**config.mk**
```make
export PLATFORM = sky130hd
export DESIGN_NAME = issue_ctrl
export DESIGN_NICKNAME = d
export VERILOG_FILES = /design/src/rtl/issue_ctrl_pkg.sv /design/src/rtl/issue_ctrl_pair_check.sv /design/src/rtl/issue_ctrl.sv
export SDC_FILE = /design/constraint.sdc
export NUM_CORES = 1
export LEC_CHECK = 0
export CAP_MARGIN = 20
export CORE_ASPECT_RATIO = 1.2
export CORE_MARGIN = 2
export CORE_UTILIZATION = 30
export CTS_CLUSTER_SIZE = 12
export DETAILED_ROUTE_END_ITERATION = 10
export GPL_TIMING_DRIVEN = 1
export HOLD_SLACK_MARGIN = 0.02
export SETUP_SLACK_MARGIN = 0.3
export SLEW_MARGIN = 30
export SYNTH_ARGS = -nofsm -noshare
export SYNTH_HDL_FRONTEND = slang
export SYNTH_SLANG_ARGS = --single-unit
export TNS_END_PERCENT = 50
```
**constraint.sdc**
```tcl
create_clock -name clk -period 15.21 [get_ports clk]
set_input_delay 3.042 -clock clk [delete_from_list [all_inputs] [get_ports clk]]
set_output_delay 3.042 -clock clk [all_outputs]
set_load 0.05 [all_outputs]
```
**src/rtl/issue_ctrl_pkg.sv**
```systemverilog
// ---------------------------------------------------------------------------
// issue_ctrl_pkg
// Shared types and rules for the dual-issue scheduler.
//   decode_data_t : one decoded instruction as it leaves decode
//   issue_ptr_t   : queue pointer for the default queue depth
//   ISSUE_DEPTH   : default queue depth
//   pair_ok()     : may N issue together with H (the pairing rules only;
//                   occupancy is handled by the caller)
// ---------------------------------------------------------------------------
package issue_ctrl_pkg;

  localparam int ISSUE_DEPTH = 8;

  typedef logic [$clog2(ISSUE_DEPTH)-1:0] issue_ptr_t;

  typedef struct packed {
    logic       branch;
    logic       jump;
    logic       memread;
    logic       memwrite;
    logic       mul;
    logic       div;
    logic [1:0] cp0_ctl;
  } ctl_t;

  typedef struct packed {
    logic        valid;
    logic [31:0] pc;
    logic [4:0]  rdst;
    logic [4:0]  ra1;
    logic [4:0]  ra2;
    ctl_t        ctl;
  } decode_data_t;

  function automatic logic is_branch(input decode_data_t d);
    return d.ctl.branch | d.ctl.jump;
  endfunction

  function automatic logic is_mem(input decode_data_t d);
    return d.ctl.memread | d.ctl.memwrite;
  endfunction

  // Mul/div and CP0/privileged ops always issue alone.
  function automatic logic is_solo(input decode_data_t d);
    return d.ctl.mul | d.ctl.div | (d.ctl.cp0_ctl != 2'b00);
  endfunction

  // A branch/jump in H always drags its delay slot along with it; a RAW
  // hazard there is resolved by forwarding in the next stage.
  function automatic logic pair_ok(input decode_data_t h, input decode_data_t n);
    logic raw;
    if (is_branch(h)) return 1'b1;
    raw = (h.rdst != 5'd0) && ((h.rdst == n.ra1) || (h.rdst == n.ra2));
    return !(raw || (is_mem(h) && is_mem(n)) || is_solo(h) || is_solo(n) || is_branch(n));
  endfunction

endpackage

```
**src/rtl/issue_ctrl_pair_check.sv**
```systemverilog
// ---------------------------------------------------------------------------
// issue_pair_check
// Combinational evaluation of the two oldest queue entries.
//   i_head      : entry at head (H, oldest)
//   i_next      : entry at head+1 (N)
//   i_count     : current queue occupancy
//   o_issuable1 : H may issue this cycle
//   o_issuable0 : N may issue together with H this cycle
// ---------------------------------------------------------------------------
module issue_pair_check
  import issue_ctrl_pkg::*;
#(
  parameter int DEPTH = ISSUE_DEPTH
) (
  input  decode_data_t               i_head,
  input  decode_data_t               i_next,
  input  logic [$clog2(DEPTH):0]     i_count,
  output logic                       o_issuable1,
  output logic                       o_issuable0
);

  localparam int CW = $clog2(DEPTH) + 1;

  logic w_haveOne;
  logic w_haveTwo;
  logic w_unusedBits;

  assign w_haveOne = (i_count >= CW'(1));
  assign w_haveTwo = (i_count >= CW'(2));

  // A branch/jump is held until its delay slot is in the queue so the
  // two always leave together.
  assign o_issuable1 = w_haveOne && !(is_branch(i_head) && !w_haveTwo);

  assign o_issuable0 = w_haveTwo && o_issuable1 && pair_ok(i_head, i_next);

  // Fields that play no part in the pairing decision.
  assign w_unusedBits = ^{i_head.valid, i_head.pc, i_head.ra1, i_head.ra2,
                          i_next.valid, i_next.pc, i_next.rdst};

endmodule

```
**src/rtl/issue_ctrl.sv**
```systemverilog
// ---------------------------------------------------------------------------
// issue_ctrl
// Dual-issue scheduler between decode and register-read/issue. Decoded
// instructions are queued in a circular buffer and issued in order, up to
// two per cycle, subject to the pairing rules in issue_ctrl_pkg.
//   clk         : clock, all state on rising edge
//   resetn      : synchronous active-low reset
//   in_data     : decoded pair from decode, slot 1 older, per-slot valid
//   in_ready    : queue has room for a full pair this cycle
//   out_data    : issue pair, slot 1 older, valid mirrors out_valid
//   out_valid   : per-slot issue valid (2'b01 never occurs)
//   issue_ready : downstream takes the issue pair this cycle
//   flush       : redirect, drop everything queued and incoming
//   count       : current occupancy
// ---------------------------------------------------------------------------
module issue_ctrl
  import issue_ctrl_pkg::*;
#(
  parameter int DEPTH = ISSUE_DEPTH
) (
  input  logic                   clk,
  input  logic                   resetn,
  input  decode_data_t [1:0]     in_data,
  output logic                   in_ready,
  output decode_data_t [1:0]     out_data,
  output logic [1:0]             out_valid,
  input  logic                   issue_ready,
  input  logic                   flush,
  output logic [$clog2(DEPTH):0] count
);

  localparam int PW = $clog2(DEPTH);
  localparam int CW = PW + 1;

  decode_data_t   r_mem [DEPTH];
  logic [PW-1:0]  r_head;
  logic [PW-1:0]  r_tail;
  logic [CW-1:0]  r_count;

  logic [PW-1:0]  w_headNext1;
  logic [PW-1:0]  w_tailNext1;
  decode_data_t   w_head;
  decode_data_t   w_next;
  logic           w_iss1;
  logic           w_iss0;
  logic [1:0]     w_pushCnt;
  logic [1:0]     w_popCnt;

  assign w_headNext1 = r_head + PW'(1);
  assign w_tailNext1 = r_tail + PW'(1);
  assign w_head      = r_mem[r_head];
  assign w_next      = r_mem[w_headNext1];

  // Room is judged on the registered count only, so in_ready never
  // depends on this cycle's issue.
  assign in_ready = (r_count <= CW'(DEPTH - 2));
  assign count    = r_count;

  assign w_pushCnt = in_ready ? ({1'b0, in_data[1].valid} + {1'b0, in_data[0].valid}) : 2'd0;
  assign w_popCnt  = issue_ready ? ({1'b0, w_iss1} + {1'b0, w_iss0}) : 2'd0;

  issue_pair_check #(.DEPTH(DEPTH)) u_pairCheck (
    .i_head      (w_head),
    .i_next      (w_next),
    .i_count     (r_count),
    .o_issuable1 (w_iss1),
    .o_issuable0 (w_iss0)
  );

  assign out_valid = {w_iss1, w_iss0};

  // Present H and N as stored, with the valid bits replaced by the issue
  // decision so stale contents never look live.
  always_comb begin
    out_data[1]       = w_head;
    out_data[1].valid = w_iss1;
    out_data[0]       = w_next;
    out_data[0].valid = w_iss0;
  end

  // Queue storage. Invalid slots are squeezed out so the queue only ever
  // holds real instructions; contents need no reset because occupancy is
  // tracked by count alone.
  always_ff @(posedge clk) begin
    if (in_ready && !flush) begin
      if (in_data[1].valid) begin
        r_mem[r_tail] <= in_data[1];
        if (in_data[0].valid) begin
          r_mem[w_tailNext1] <= in_data[0];
        end
      end else if (in_data[0].valid) begin
        r_mem[r_tail] <= in_data[0];
      end
    end
  end

  // Pointers and occupancy. Reset and flush both empty the queue and take
  // priority over any push or pop in the same cycle.
  always_ff @(posedge clk) begin
    if (!resetn || flush) begin
      r_head  <= '0;
      r_tail  <= '0;
      r_count <= '0;
    end else begin
      r_head  <= r_head + PW'(w_popCnt);
      r_tail  <= r_tail + PW'(w_pushCnt);
      r_count <= r_count + CW'(w_pushCnt) - CW'(w_popCnt);
    end
  end

endmodule

```
[Word level (Yosys, flattened, before mapping)]
Memories as Yosys holds them, arrays and structs flattened. A register that Yosys moved wholly into a read port is not among the register bits.
Index checks and enable logic that the tools add are counted.
W data, S select, Z words.
Storage, ports and cells
  RAM bits: 448
  output and inout port bits: 119
  flip-flop bits (word level): 10
  memories: 1
Memory list
  r_mem: depth 8, width 56, rd ports 2, clocked after memory_dff 1, wr ports 2, RTL line issue_ctrl.sv:35  | decode_data_t r_mem [DEPTH];
Operators by class
  bitwise gates (word level): 9
  order comparisons: 3
  reductions and logical operators: 21
  equality and inequality tests: 2
  mux-type cells: 17
  add/subtract/negate cells: 8
Operator list (number)
  $mux W56: 1
  $mux W1: 13
  $eq A5 B5 Y1: 2
  $or A1 B1 Y1: 9
  $logic_and A1 B1 Y1: 7
  $add A3 B1 Y3 const B: 2
  $add A3 B2 Y3: 2
  $logic_or A1 B1 Y1: 6
  $logic_not A1 Y1: 5
  $reduce_bool A5 Y1: 1
  $add A1 B1 Y2: 2
  $add A4 B2 Y4: 1
  $ge A4 B1 Y1 const B: 1
  $ge A4 B2 Y1 const B: 1
  $le A4 B3 Y1 const B: 1
  $mux W2: 2
  $reduce_bool A2 Y1: 2
  $sub A4 B2 Y4: 1
  $mux W3: 1

[Longest topological paths before layout]
An unclocked memory read counts as a cell.
  word-level depth: 16
  mapped depth: 20

[Cells and area by module]
Synthesis repeated with hierarchy kept, for this count alone.
Second synthesis, totals
  cell total of the unflattened synthesis: 1909
  area, all modules: 28019.4 um^2
By module, submodules not included
  issue_ctrl: area an instance 27836.7 um^2, cells each 1881, times used 1
  issue_pair_check: area an instance 182.7 um^2, cells each 28, times used 1

[Least setup slack after synthesis]
No wires, ideal clock.
  path kind: input port to flip-flop
  from: in in_data[111] (netlist bit)
  to: mem r_mem[0][0] (netlist bit), enable pin
  cell stages on the path: 5
  data required time: 14660 ps
  data arrival time: 7818 ps
  slack: 6842 ps
  buffers on the path: 0
  path through: inv_1 -> ha_1 -> nor2_1 -> or4_1 -> o31ai_1
RTL lines
  start: declaration: RTL line issue_ctrl.sv:23  | input decode_data_t [1:0] in_data,
  end: declaration: RTL line issue_ctrl.sv:35

==> results.cfg <==
[placement]
gp_congestion = 0.822
dpl_cell_area_um2 = 29300
place_hpwl_mm = 51.3
port_buffers = 234
dp_slack_ps = 6570

[critical_path]
cp.required_ps = 12170
cp_max_fo = 69
worstPathCellList = buf_16 -> ha_4 -> buf_6 -> mux4_1 -> mux2_2 -> xnor2_1 -> a211o_1 -> o31a_1 -> o311a_1 -> clkdlybuf4s50_1
worst_setup_path_end_kind = output port
slowest_delay_ps = 770
cp-start-kind = flip-flop
crit_slowest_cell = ha_4
critical_path_class = flip-flop to output port
crit_family = buffers and inverters
critPathBufInv = 3
cp_data_arrival_time_ps = 5700

[timing]
fin_ws_ps = 6470
hold_slack_ps = 638
max_freq_mhz = 114
rsz0062_at_grt = false
setup_viol = 0
max-slew-margin-rel = 0.372
finalCritPeriodShare = 0.575
clock_skew_ps = 11.4
slew_violations = 0
hold_viol = 0
fin_tns_setup_ps = 0
finalCriticalPeriod_ps = 8740
worst_pin_slew_ps = 915

[power_and_ir_drop]
combPwrFrac = 0.387
p_seq_frac = 0.359
ir_drop_mv = 0.0736
power.switching_uw = 1500
p_per_area_nw_per_um2 = 134
pwr-share-clk = 0.254
p_leak_uw = 0.00999
p_sw_frac = 0.364
intPower_uw = 2610

[floorplanning]
die_y_um = 326
ioPinCount = 235
initial_core_util = 0.302
die_w_um = 273
dieArea_um2 = 89000
design.core.area_um2 = 86100
num_rows = 118

[grt]
track_usage = 0.183
met2_usage = 0.310
grt-ovfl-total = 0
grt.met3_usage = 0.0273
grt_pass1_wl_mm = 122
grt_pass1_vias = 18675
antenna_found_initial = 8
busiest_layer = met2
grt_util_met1 = 0.234
grt_max_degree = 83

[synth]
synth_nets = 2326
synthTopCellsByCount = nor2_1 (456), a21oi_1 (441), edfxtp_1 (440)
synth_top_area_share = 0.508
netlist_instances = 2192
synth_area_per_cell_um2 = 11.9
synth_ff_type = edfxtp_1
synthArstFlopShare = 0
synth_area_leaders = edfxtp_1 (51%), mux4_2 (18%), a21oi_1 (8.5%)
ys_seq_area_frac = 0.516
yosysTopAreaCell = edfxtp_1
syn-cell-area_um2 = 26000
synth_edf_count = 440
yosys.cell_types.count = 47
yosysWarnings = 0
ys_ff_latch = 450
yosysMostFrequentCell = nor2_1

[clock_network]
cts.sinks = 450
postCtsSetupRepairBufs = 0
numCtsBuffers = 46
cts_hold_buffers = 0
clockBufferDepth = 3
h-tree-depth = 2
cts_tree = yes
clkSlewWorstSetupHoldPaths_ps = 60
clock_latency_ps = 580
cts_resized = 0
clockRootBuffer = clkbuf_16

[routing]
dr.first_iter.drc_count = 1739
vias_per_cell = 5.52
drcViolationCount = 0
ant_nets = 0
vias = 19061
wl_per_cell_um = 24.2
firstDrtPassIters = 7
routed_wl_mm = 83.6

[min_path]
hp-class = flip-flop to flip-flop

[finish]
drive_above_1_share = 0.167
syn2layout_area_growth_pct = 18.3
fin_area_um2 = 30700
nNetsFinal = 2415

[outcome]
status = complete, no violations

[job]
maxCapViolCount = 0
## logic make-up (layout without fill, tap and decap cells)
group,Yosys count,after routing,share of synthesized area
fa+ha+maj,18,18,0.00982
xor+xnor,15,15,0.00607
buf+inv,249,364,0.0394
flops,450,450,0.516
other cells,0,3,0
simple gates,660,660,0.101
mux,341,341,0.237
compound gates,459,459,0.0906
## routing by layer
metal / vias to the layer above / part of all wire
li1: 8323 / -
met1: 9628 / 0.39
met2: 914 / 0.50
met3: 184 / 0.071
met4: 12 / 0.037
met5: - / 0.00091
## final cells by class
cell class                      instances  area [µm²]
Antenna cell                            3        7.51
Fill cell                            8214       55300
Timing Repair Buffer                  271        2750
Multi-Input combinational cell       1493       11800
Sequential cell                       450       13400
Tap cell                             1140        1430
Clock inverter                         12        65.1
Inverter                               19        71.3
Clock buffer                           62        1230
## state kept, by name, summed over array words and instances (netlist names)
name,cells
r_tail,3
r_head,3
r_mem,440
count,4
## tightest hold or removal path, stage by stage (launching register included)
cell and delay [ps]:
dfxtp_1 370, ha_1 140, and2_1 100
## final timing paths
kind | start | endpoint | slack (ps) | depth (start not counted)
setup / recovery | r_head[1] | out_data[55] | 6470 | 10
hold / removal | count[0] | count[0] | 640 | 2
setup reg to reg | r_head[1] | count[3] | 8850 | 18
hold reg to reg | count[0] | count[0] | 640 | 2
## power by group through the flow
| stage | Sequential (µW) | Combinational, µW | Clock [µW] |
|---|---|---|---|
| 2_1_floorplan | 1500 | 1100 | 0 |
| 3_3_place_gp | 1510 | 1560 | 0 |
| 3_5_place_dp | 1520 | 1580 | 0 |
| 4_1_cts | 1490 | 1590 | 1050 |
| 5_1_grt | 1480 | 1680 | 1090 |
| 6_report | 1470 | 1590 | 1040 |
## through the flow
step                utilization  total power [µW]  std cells
global placement          0.340              3070       3367
detailed placement        0.341              3090       3370
CTS                       0.356              4130       3444
floorplan                     -              2600       2192
global route              0.357              4250       3448
finish                    0.357              4110       3450
## layout by cell type (no fill, tap or decap), types with 8 or more instances in the layout
cell / Yosys / final
a21oi_1: 441 / 441
and2_1: 8 / 8
buf_4: 11 / 24
clkbuf_1: 127 / 15
clkbuf_16: 0 / 47
clkdlybuf4s50_1: 0 / 234
edfxtp_1: 440 / 440
ha_1: 14 / 13
inv_1: 19 / 19
mux2_2: 56 / 56
mux2i_1: 70 / 70
mux4_2: 210 / 210
nand2_1: 155 / 151
nor2_1: 456 / 456
nor3b_1: 9 / 9
xnor2_1: 10 / 10
Power figures use the tool's default switching activity.
